--- config.mk ---
export PLATFORM = sky130hd
export DESIGN_NAME = ascon_ise_seq_flat
export DESIGN_NICKNAME = d
export VERILOG_FILES = /design/src/rtl/ascon_ise_seq_if.sv /design/src/rtl/ascon_ise_seq.sv /design/src/flat_wrapper.sv
export SDC_FILE = /design/constraint.sdc
export NUM_CORES = 2
export LEC_CHECK = 0
export ABC_AREA = 1
export ABC_CLOCK_PERIOD_IN_PS = 2200
export CAP_MARGIN = 20
export CORE_ASPECT_RATIO = 0.8
export CORE_MARGIN = 2
export CORE_UTILIZATION = 35
export DETAILED_ROUTE_END_ITERATION = 6
export MAX_ROUTING_LAYER = met4
export PLACE_DENSITY = 0.62
export SYNTH_ARGS = -nofsm -noshare
export SYNTH_HDL_FRONTEND = slang
export SYNTH_SLANG_ARGS = --single-unit
--- constraint.sdc ---
create_clock -name ise_clk -period 2.2 [get_ports ise_clk]
set_input_delay 0.33 -clock ise_clk [delete_from_list [all_inputs] [get_ports ise_clk]]
set_output_delay 0.33 -clock ise_clk [all_outputs]
set_load 0.02 [all_outputs]
--- src/rtl/ascon_ise_seq_if.sv ---
// Front-end state handshake plus the ISE ALU request/response port of the Ascon linear-layer sequencer.
// slave = the sequencer's view, master = the environment driving it.
interface ascon_ise_seq_if;
   logic         s_valid;
   logic         s_ready;
   logic [319:0] s_state;
   logic         m_valid;
   logic         m_ready;
   logic [319:0] m_state;
   logic         m_err;
   logic [4:0]   ise_fn;
   logic [6:0]   ise_imm;
   logic [31:0]  ise_in1;
   logic [31:0]  ise_in2;
   logic         ise_val;
   logic         ise_oval;
   logic [31:0]  ise_out;

   modport slave (
      input  s_valid, s_state, m_ready, ise_oval, ise_out,
      output s_ready, m_valid, m_state, m_err, ise_fn, ise_imm, ise_in1, ise_in2, ise_val
   );

   modport master (
      output s_valid, s_state, m_ready, ise_oval, ise_out,
      input  s_ready, m_valid, m_state, m_err, ise_fn, ise_imm, ise_in1, ise_in2, ise_val
   );
endinterface

--- src/rtl/ascon_ise_seq.sv ---
// Ascon linear layer over 320-bit state via 10 sigma_lo/hi ISE ops; ASCON_SEQ_WDOG_EN adds a stall watchdog (m_err).
// Latency: accept at T -> ISE ops in T+1..T+10, m_valid at T+11, plus one cycle per ISE stall.
// Backpressure: s_ready only in IDLE (no skid); result and m_err held in DONE until m_ready.
module ascon_ise_seq #(
   parameter int WAIT_MAX = 16
) (
   input  logic           ise_clk,
   input  logic           ise_rst,
   ascon_ise_seq_if.slave io
);

   typedef enum logic [1:0] {IDLE, ISSUE, DONE} state_t;

   state_t       st;
   logic [319:0] in_buf;
   logic [3:0]   cnt;
   logic [3:0]   cnt_nxt;

   assign cnt_nxt   = cnt + 4'd1;
   assign io.ise_fn = 5'b00001;

   if (WAIT_MAX < 1 || WAIT_MAX > 255) begin : g_wait_max_range
      $error("ascon_ise_seq: WAIT_MAX must lie in 1..255");
   end

`ifdef ASCON_SEQ_WDOG_EN
   localparam logic [7:0] WAIT_LIM = 8'(WAIT_MAX);
   logic [7:0] stall_cnt;
`else
   assign io.m_err = 1'b0;
`endif

   // Op c targets word c>>1, half c[0]; its 32-bit slot in m_state therefore starts at bit 32*c.
   always_ff @(posedge ise_clk) begin
      if (ise_rst) begin
         st         <= IDLE;
         in_buf     <= '0;
         cnt        <= '0;
         io.s_ready <= 1'b1;
         io.m_valid <= 1'b0;
         io.m_state <= '0;
         io.ise_val <= 1'b0;
         io.ise_imm <= '0;
         io.ise_in1 <= '0;
         io.ise_in2 <= '0;
`ifdef ASCON_SEQ_WDOG_EN
         io.m_err   <= 1'b0;
         stall_cnt  <= '0;
`endif
      end else begin
         case (st)
            IDLE: begin
               if (io.s_valid) begin
                  in_buf     <= io.s_state;
                  cnt        <= '0;
                  io.s_ready <= 1'b0;
                  io.ise_val <= 1'b1;
                  io.ise_imm <= '0;
                  io.ise_in1 <= io.s_state[31:0];
                  io.ise_in2 <= io.s_state[63:32];
                  st         <= ISSUE;
`ifdef ASCON_SEQ_WDOG_EN
                  io.m_err   <= 1'b0;
                  stall_cnt  <= '0;
`endif
               end
            end
            ISSUE: begin
               if (io.ise_oval) begin
                  io.m_state[{cnt, 5'd0} +: 32] <= io.ise_out;
`ifdef ASCON_SEQ_WDOG_EN
                  stall_cnt <= '0;
`endif
                  if (cnt == 4'd9) begin
                     io.ise_val <= 1'b0;
                     io.m_valid <= 1'b1;
                     st         <= DONE;
                  end else begin
                     // Operands always come from the captured buffer, never from partial results.
                     cnt        <= cnt_nxt;
                     io.ise_imm <= {1'b0, cnt_nxt[0], 2'b00, cnt_nxt[3:1]};
                     io.ise_in1 <= in_buf[{cnt_nxt[3:1], 6'd0} +: 32];
                     io.ise_in2 <= in_buf[{cnt_nxt[3:1], 6'd32} +: 32];
                  end
               end
`ifdef ASCON_SEQ_WDOG_EN
               else if (stall_cnt == WAIT_LIM) begin
                  io.ise_val <= 1'b0;
                  io.m_valid <= 1'b1;
                  io.m_err   <= 1'b1;
                  st         <= DONE;
               end else if (stall_cnt != 8'hff) begin
                  stall_cnt <= stall_cnt + 8'd1;
               end
`endif
            end
            DONE: begin
               if (io.m_ready) begin
                  io.m_valid <= 1'b0;
                  io.s_ready <= 1'b1;
                  st         <= IDLE;
               end
            end
            default: st <= IDLE;
         endcase
      end
   end

endmodule

--- src/flat_wrapper.sv ---
// flat-port wrapper written by rule: the top's interface ports become plain ports
module ascon_ise_seq_flat 
#(
   parameter int WAIT_MAX = 16
)
  (ise_clk, ise_rst, io_s_valid, io_s_state, io_m_ready, io_ise_oval, io_ise_out, io_s_ready, io_m_valid, io_m_state, io_m_err, io_ise_fn, io_ise_imm, io_ise_in1, io_ise_in2, io_ise_val);
  ascon_ise_seq_if io_i ();
  input  logic ise_clk;
  input  logic ise_rst;
  input wire logic [$bits(io_i.s_valid)-1:0] io_s_valid;
  input wire logic [$bits(io_i.s_state)-1:0] io_s_state;
  input wire logic [$bits(io_i.m_ready)-1:0] io_m_ready;
  input wire logic [$bits(io_i.ise_oval)-1:0] io_ise_oval;
  input wire logic [$bits(io_i.ise_out)-1:0] io_ise_out;
  output wire logic [$bits(io_i.s_ready)-1:0] io_s_ready;
  output wire logic [$bits(io_i.m_valid)-1:0] io_m_valid;
  output wire logic [$bits(io_i.m_state)-1:0] io_m_state;
  output wire logic [$bits(io_i.m_err)-1:0] io_m_err;
  output wire logic [$bits(io_i.ise_fn)-1:0] io_ise_fn;
  output wire logic [$bits(io_i.ise_imm)-1:0] io_ise_imm;
  output wire logic [$bits(io_i.ise_in1)-1:0] io_ise_in1;
  output wire logic [$bits(io_i.ise_in2)-1:0] io_ise_in2;
  output wire logic [$bits(io_i.ise_val)-1:0] io_ise_val;
  assign io_i.s_valid = io_s_valid;
  assign io_i.s_state = io_s_state;
  assign io_i.m_ready = io_m_ready;
  assign io_i.ise_oval = io_ise_oval;
  assign io_i.ise_out = io_ise_out;
  assign io_s_ready = io_i.s_ready;
  assign io_m_valid = io_i.m_valid;
  assign io_m_state = io_i.m_state;
  assign io_m_err = io_i.m_err;
  assign io_ise_fn = io_i.ise_fn;
  assign io_ise_imm = io_i.ise_imm;
  assign io_ise_in1 = io_i.ise_in1;
  assign io_ise_in2 = io_i.ise_in2;
  assign io_ise_val = io_i.ise_val;
  ascon_ise_seq #(.WAIT_MAX(WAIT_MAX)) u_core (.ise_clk(ise_clk), .ise_rst(ise_rst), .io(io_i));
endmodule
## Yosys cells after proc, flatten, opt, wreduce, memory -nomap -nowiden

Index checks and enable logic that the tools add are counted.
Widths: inputs -> output; s select.

- Flip-flop bits (word level): 720
- Input bits: 357
- Output and inout port bits: 400
- Logic and storage cells: 68

- Add/sub/neg operators: 2
- Equal/unequal tests: 8
- Shift operators: 4
- Multiplexer cells: 33
- Reduce and logical (&&, ||, !) cells: 11

Operators by type and width:

| cell | count |
|---|---|
| $shiftx 320x10->32 | 2 |
| $bwmux 320 | 1 |
| $shift 32x11->320 const A | 1 |
| $shiftx 32x11->320 | 1 |
| $mux 32 | 6 |
| $pmux 32 s2 | 2 |
| $mux 7 | 3 |
| $reduce_and 4->1 | 4 |
| $pmux 7 s2 | 1 |
| $mux 4 | 3 |
| $neg 9->11 | 1 |
| $mux 1 | 8 |
| $mux 2 | 4 |
| $ne 2x2->1 const B | 4 |
| $pmux 4 s2 | 1 |
| $pmux 1 s2 | 3 |
| $pmux 2 s3 | 1 |
| $reduce_bool 2->1 | 3 |
| $add 4x1->4 const B | 1 |
| $eq 4x4->1 const B | 1 |
| $reduce_and 2->1 | 2 |
| $reduce_and 3->1 | 1 |
| $eq 2x1->1 const B | 1 |
| $eq 2x2->1 const B | 1 |
| 2 further kinds | 2 |

## Longest topological paths before layout

- Word-level depth: 5
- Depth in mapped cells: 15
- Depth with buffers taken out: 11

## Worst setup path before layout

Ideal clock, no wire load.

- Path kind: register -> register
- Start point: register u_core.cnt[0]
- End point: register u_core.io.m_state[191]
- Library setup time: 0.113 ns
- Data arrival time: 2.295 ns
- Required time: 2.087 ns
- Setup slack: -0.208 ns
- Stages on the path, launching flop included: 14
- Path buffers: 5
- Clock period less this slack: 2.408 ns
- Cells stage by stage: dfxtp_1 buf_4 inv_4 clkbuf_1 ha_1 buf_2 inv_1 clkbuf_1 clkbuf_1 nor3_1 inv_1 nand2_1 nand2_1 nor2_1

- Word-level cells in the longest chain between the ends: 3
- Elaborated cells on any way between the ends: 4
- Classes of those cells: add/sub: 1; shift: 2; mux: 1

RTL lines:

| item | line | text |
|---|---|---|
| start, declared | ascon_ise_seq.sv:16 | `logic [3:0] cnt;` |
| start signal, assigned | ascon_ise_seq.sv:80 | `cnt <= cnt_nxt;` |
| $neg 9->11 (*) | ascon_ise_seq.sv:70 | `io.m_state[{cnt, 5'd0} +: 32] <= io.ise_out;` |
| $shiftx 32x11->320 or $shift 32x11->320 (tied branches) | ascon_ise_seq.sv:70 |  |
| $bwmux 320 (*) | ascon_ise_seq.sv:70 |  |
| end signal, assigned by index | ascon_ise_seq.sv:70 |  |
| end, declared | ascon_ise_seq_if.sv:21 | `output s_ready, m_valid, m_state, m_err, ise_fn, ise_imm, ise_in1, ise_in2, ise_val` |

Every way passes the cells marked *; elsewhere a longest branch is shown, timed or not.
A chain may end at the register's enable or synchronous reset.

==> reports/qor.yml <==
syn_area_per_cell_um2: 6.61
drc: 0
htree_levels: 3
area_growth_pct: 39.9
slowest_stage: "dlygate4sd2_1"
crit_fanout: 6
yosysTopAreaCell: "dfxtp_1"
synth_seq_area_share: 0.462
cp-end-kind: "output port"
worst_slack_ns: 0.102
drt-pass1-iter-count: 6
synthMuxAreaShare: 0
crit_chain: "buf_4, dlygate4sd2_1"
hold_viol: 0
routed_wl_um: 127000
core-area_um2: 87500
power_density_nw_per_um2: 788
whs_ns: 0.191
floorplan.initialDensity: 0.353
timing.fmax_ghz: 0.477
slew_violations: 0
maxCapViolations: 0
crit_type: "register to output port"
synth_top_area_share: 0.462
cts_root_buf: "clkbuf_16"
die-area_um2: 90600
clk_pin_slew_worst_paths_ns: 0.06
pre_cts_ws_ns: -0.0121
synthAdderAreaFrac: 0.00162
synthTopCellsByArea: "dfxtp_1, nor2_1, nand2_1"
num_io_pins: 757
wl_met3_um: 9080
yosys_warnings: 0
crit_family: "buffers and inverters"
synth-xor-area-share: 0
ys_seq_elements: 713
grt_pass1_vias: 30100
grt_pass1_wl_um: 189000
gp_congestion: 0.933
drive_gt1_frac: 0.0666
die_x_um: 336
placed_area_um2: 40600
place.detailed.hpwl_um: 90800
synthesis.area_um2: 30900
synth.distinct_cells: 25
relSlewSlack: 0.574
finalClockSkew_ns: 0.0246
met2_length_um: 56100
postCtsHoldBufs: 0
cp.arrival_ns: 1.77
cts_buffers: 76
ir_worst_vdd_mv: 0.488
postRouteAntennaNets: 0
yosys.area_share.simple: 0.342
finalSetupViolCount: 0
clock_sinks: 713
rsz0062_at_grt: "no"
row_count: 97
via_per_inst: 4.97
synth_compound_area_frac: 0.110
status: "complete, no violations"
nNetsFinal: 5701
cts.path.max_buffers: 3
m1WireLength_um: 56800
worst_pin_slew_ns: 0.638
synth_ff_type: "dfxtp_1"
syn_inst: 4669
dr_total_vias: 32732
synth_edf_count: 0
portBuffers: 747
synth_top_family_by_area: "simple AND/OR/NAND/NOR gates"
clk_latency_ns: 0.64
start_kind: "register"
wl_per_cell_um: 19.3
grt_use_total: 0.279
cpPeakStageDelay_ns: 0.61
finalCritPeriodShare: 0.954
hold_path_class: "input port to register"
stdcell_area_um2: 43200
grt_max_degree: 77
synth_most_common_cell: "nor2_1"
fp.dieH_um: 270
antenna_found_initial: 10
grt_overflow: 0
drtIter0Drc: 3036
synth_common_cells: "nor2_1, nand2_1, dfxtp_1, o21ai_0, nand3_1"
required_ns: 1.87
crit_buf_inv: 2
p_leak_nw: 18.9
cts_tree: "done"
period_minus_slack_ns: 2.10
synth-async-reset-ratio: 0
top_layer: "met4"
## area by class of cell
cell class | instances | area, µm²
Clock buffer | 107 | 2190
Multi-Input combinational cell | 3344 | 14100
Sequential cell | 713 | 14300
Antenna cell | 9 | 22.5
Clock inverter | 23 | 332
Tap cell | 1188 | 1490
Fill cell | 8722 | 44300
Inverter | 262 | 1020
Timing Repair Buffer | 943 | 9720
## path summary, 6_finish.rpt
path	from	to	slack (ns)	depth (start not counted)
worst min register to register	u_core.io.m_state[319]	u_core.io.m_state[319]	0.46	2
worst max-delay path	u_core.cnt[1]	io_ise_imm[0]	0.10	2
worst min-delay path	ise_rst	u_core.in_buf[1]	0.19	4
worst max register to register	u_core.cnt[0]	u_core.io.m_state[248]	0.11	13
## sequential cells by signal (all words and copies together) (netlist names)
name	cells
u_core.in_buf	320
u_core.io.m_state	320
u_core.io.ise_in1	32
u_core.io.ise_in2	32
u_core.cnt	3
u_core.st	2
u_core.io.ise_imm	1
u_core.io.ise_val	1
u_core.io.m_valid	1
u_core.io.s_ready	1
## cells in the final DEF, fill, tap and decap left out, types with 35 or more instances in the layout
| master | n |
|---|---|
| a21oi_1 | 258 |
| buf_12 | 59 |
| buf_4 | 135 |
| clkbuf_16 | 78 |
| clkdlybuf4s50_1 | 741 |
| dfxtp_1 | 711 |
| inv_1 | 249 |
| nand2_1 | 1093 |
| nand3_1 | 301 |
| nand4_1 | 35 |
| nor2_1 | 1146 |
| nor3_1 | 47 |
| o21ai_0 | 400 |
## cells by family (layout without fill, tap and decap cells)
| kind of cell | Yosys count | after routing |
|---|---|---|
| AOI/OAI and AO/OA | 679 | 679 |
| adders and majority gates | 4 | 4 |
| buffers and inverters | 619 | 1335 |
| DFF | 713 | 713 |
| other | 2 | 18 |
| and+or+nand+nor | 2652 | 2652 |
## metal layers
metal / vias up / global-route usage
li1: 15994 / -
met1: 15263 / 0.373
met2: 1233 / 0.419
met3: 242 / 0.0455
met4: 0 / 0.111
met5: - / -
## stage by stage
stage	setup TNS, ns	cells	util	power, W
6_report	0	6589	0.493	0.0340
4_1_cts	0	6578	0.492	0.0342
2_1_floorplan	-0.197	4676	-	0.0179
3_3_place_gp	-0.0504	6448	0.463	0.0209
5_1_grt	0	6589	0.493	0.0354
3_5_place_dp	-0.0154	6448	0.463	0.0210
## report_power, final
part / switching [W] / leakage (nW) / internal (W)
logic: 0.00413 / 11.8 / 0.00253
clock network: 0.00566 / 1.24 / 0.00758
registers: 0.000447 / 5.84 / 0.0137
## what timing repair did
item | CTS | global route
pin swaps | 0 | 1
endpoints found under the setup margin | 8 | 140
endpoints found under the hold margin | 0 | 0
buffers inserted | 0 | 1
resized for setup | 6 | 6
cloned | 0 | 1
## worst min-delay path, cell delays in order
cell	delay [ns]
buf_2	0.14
inv_8	0.13
o21ai_0	0.12
nor2_1	0.04
(Power assumes the default switching activity.)
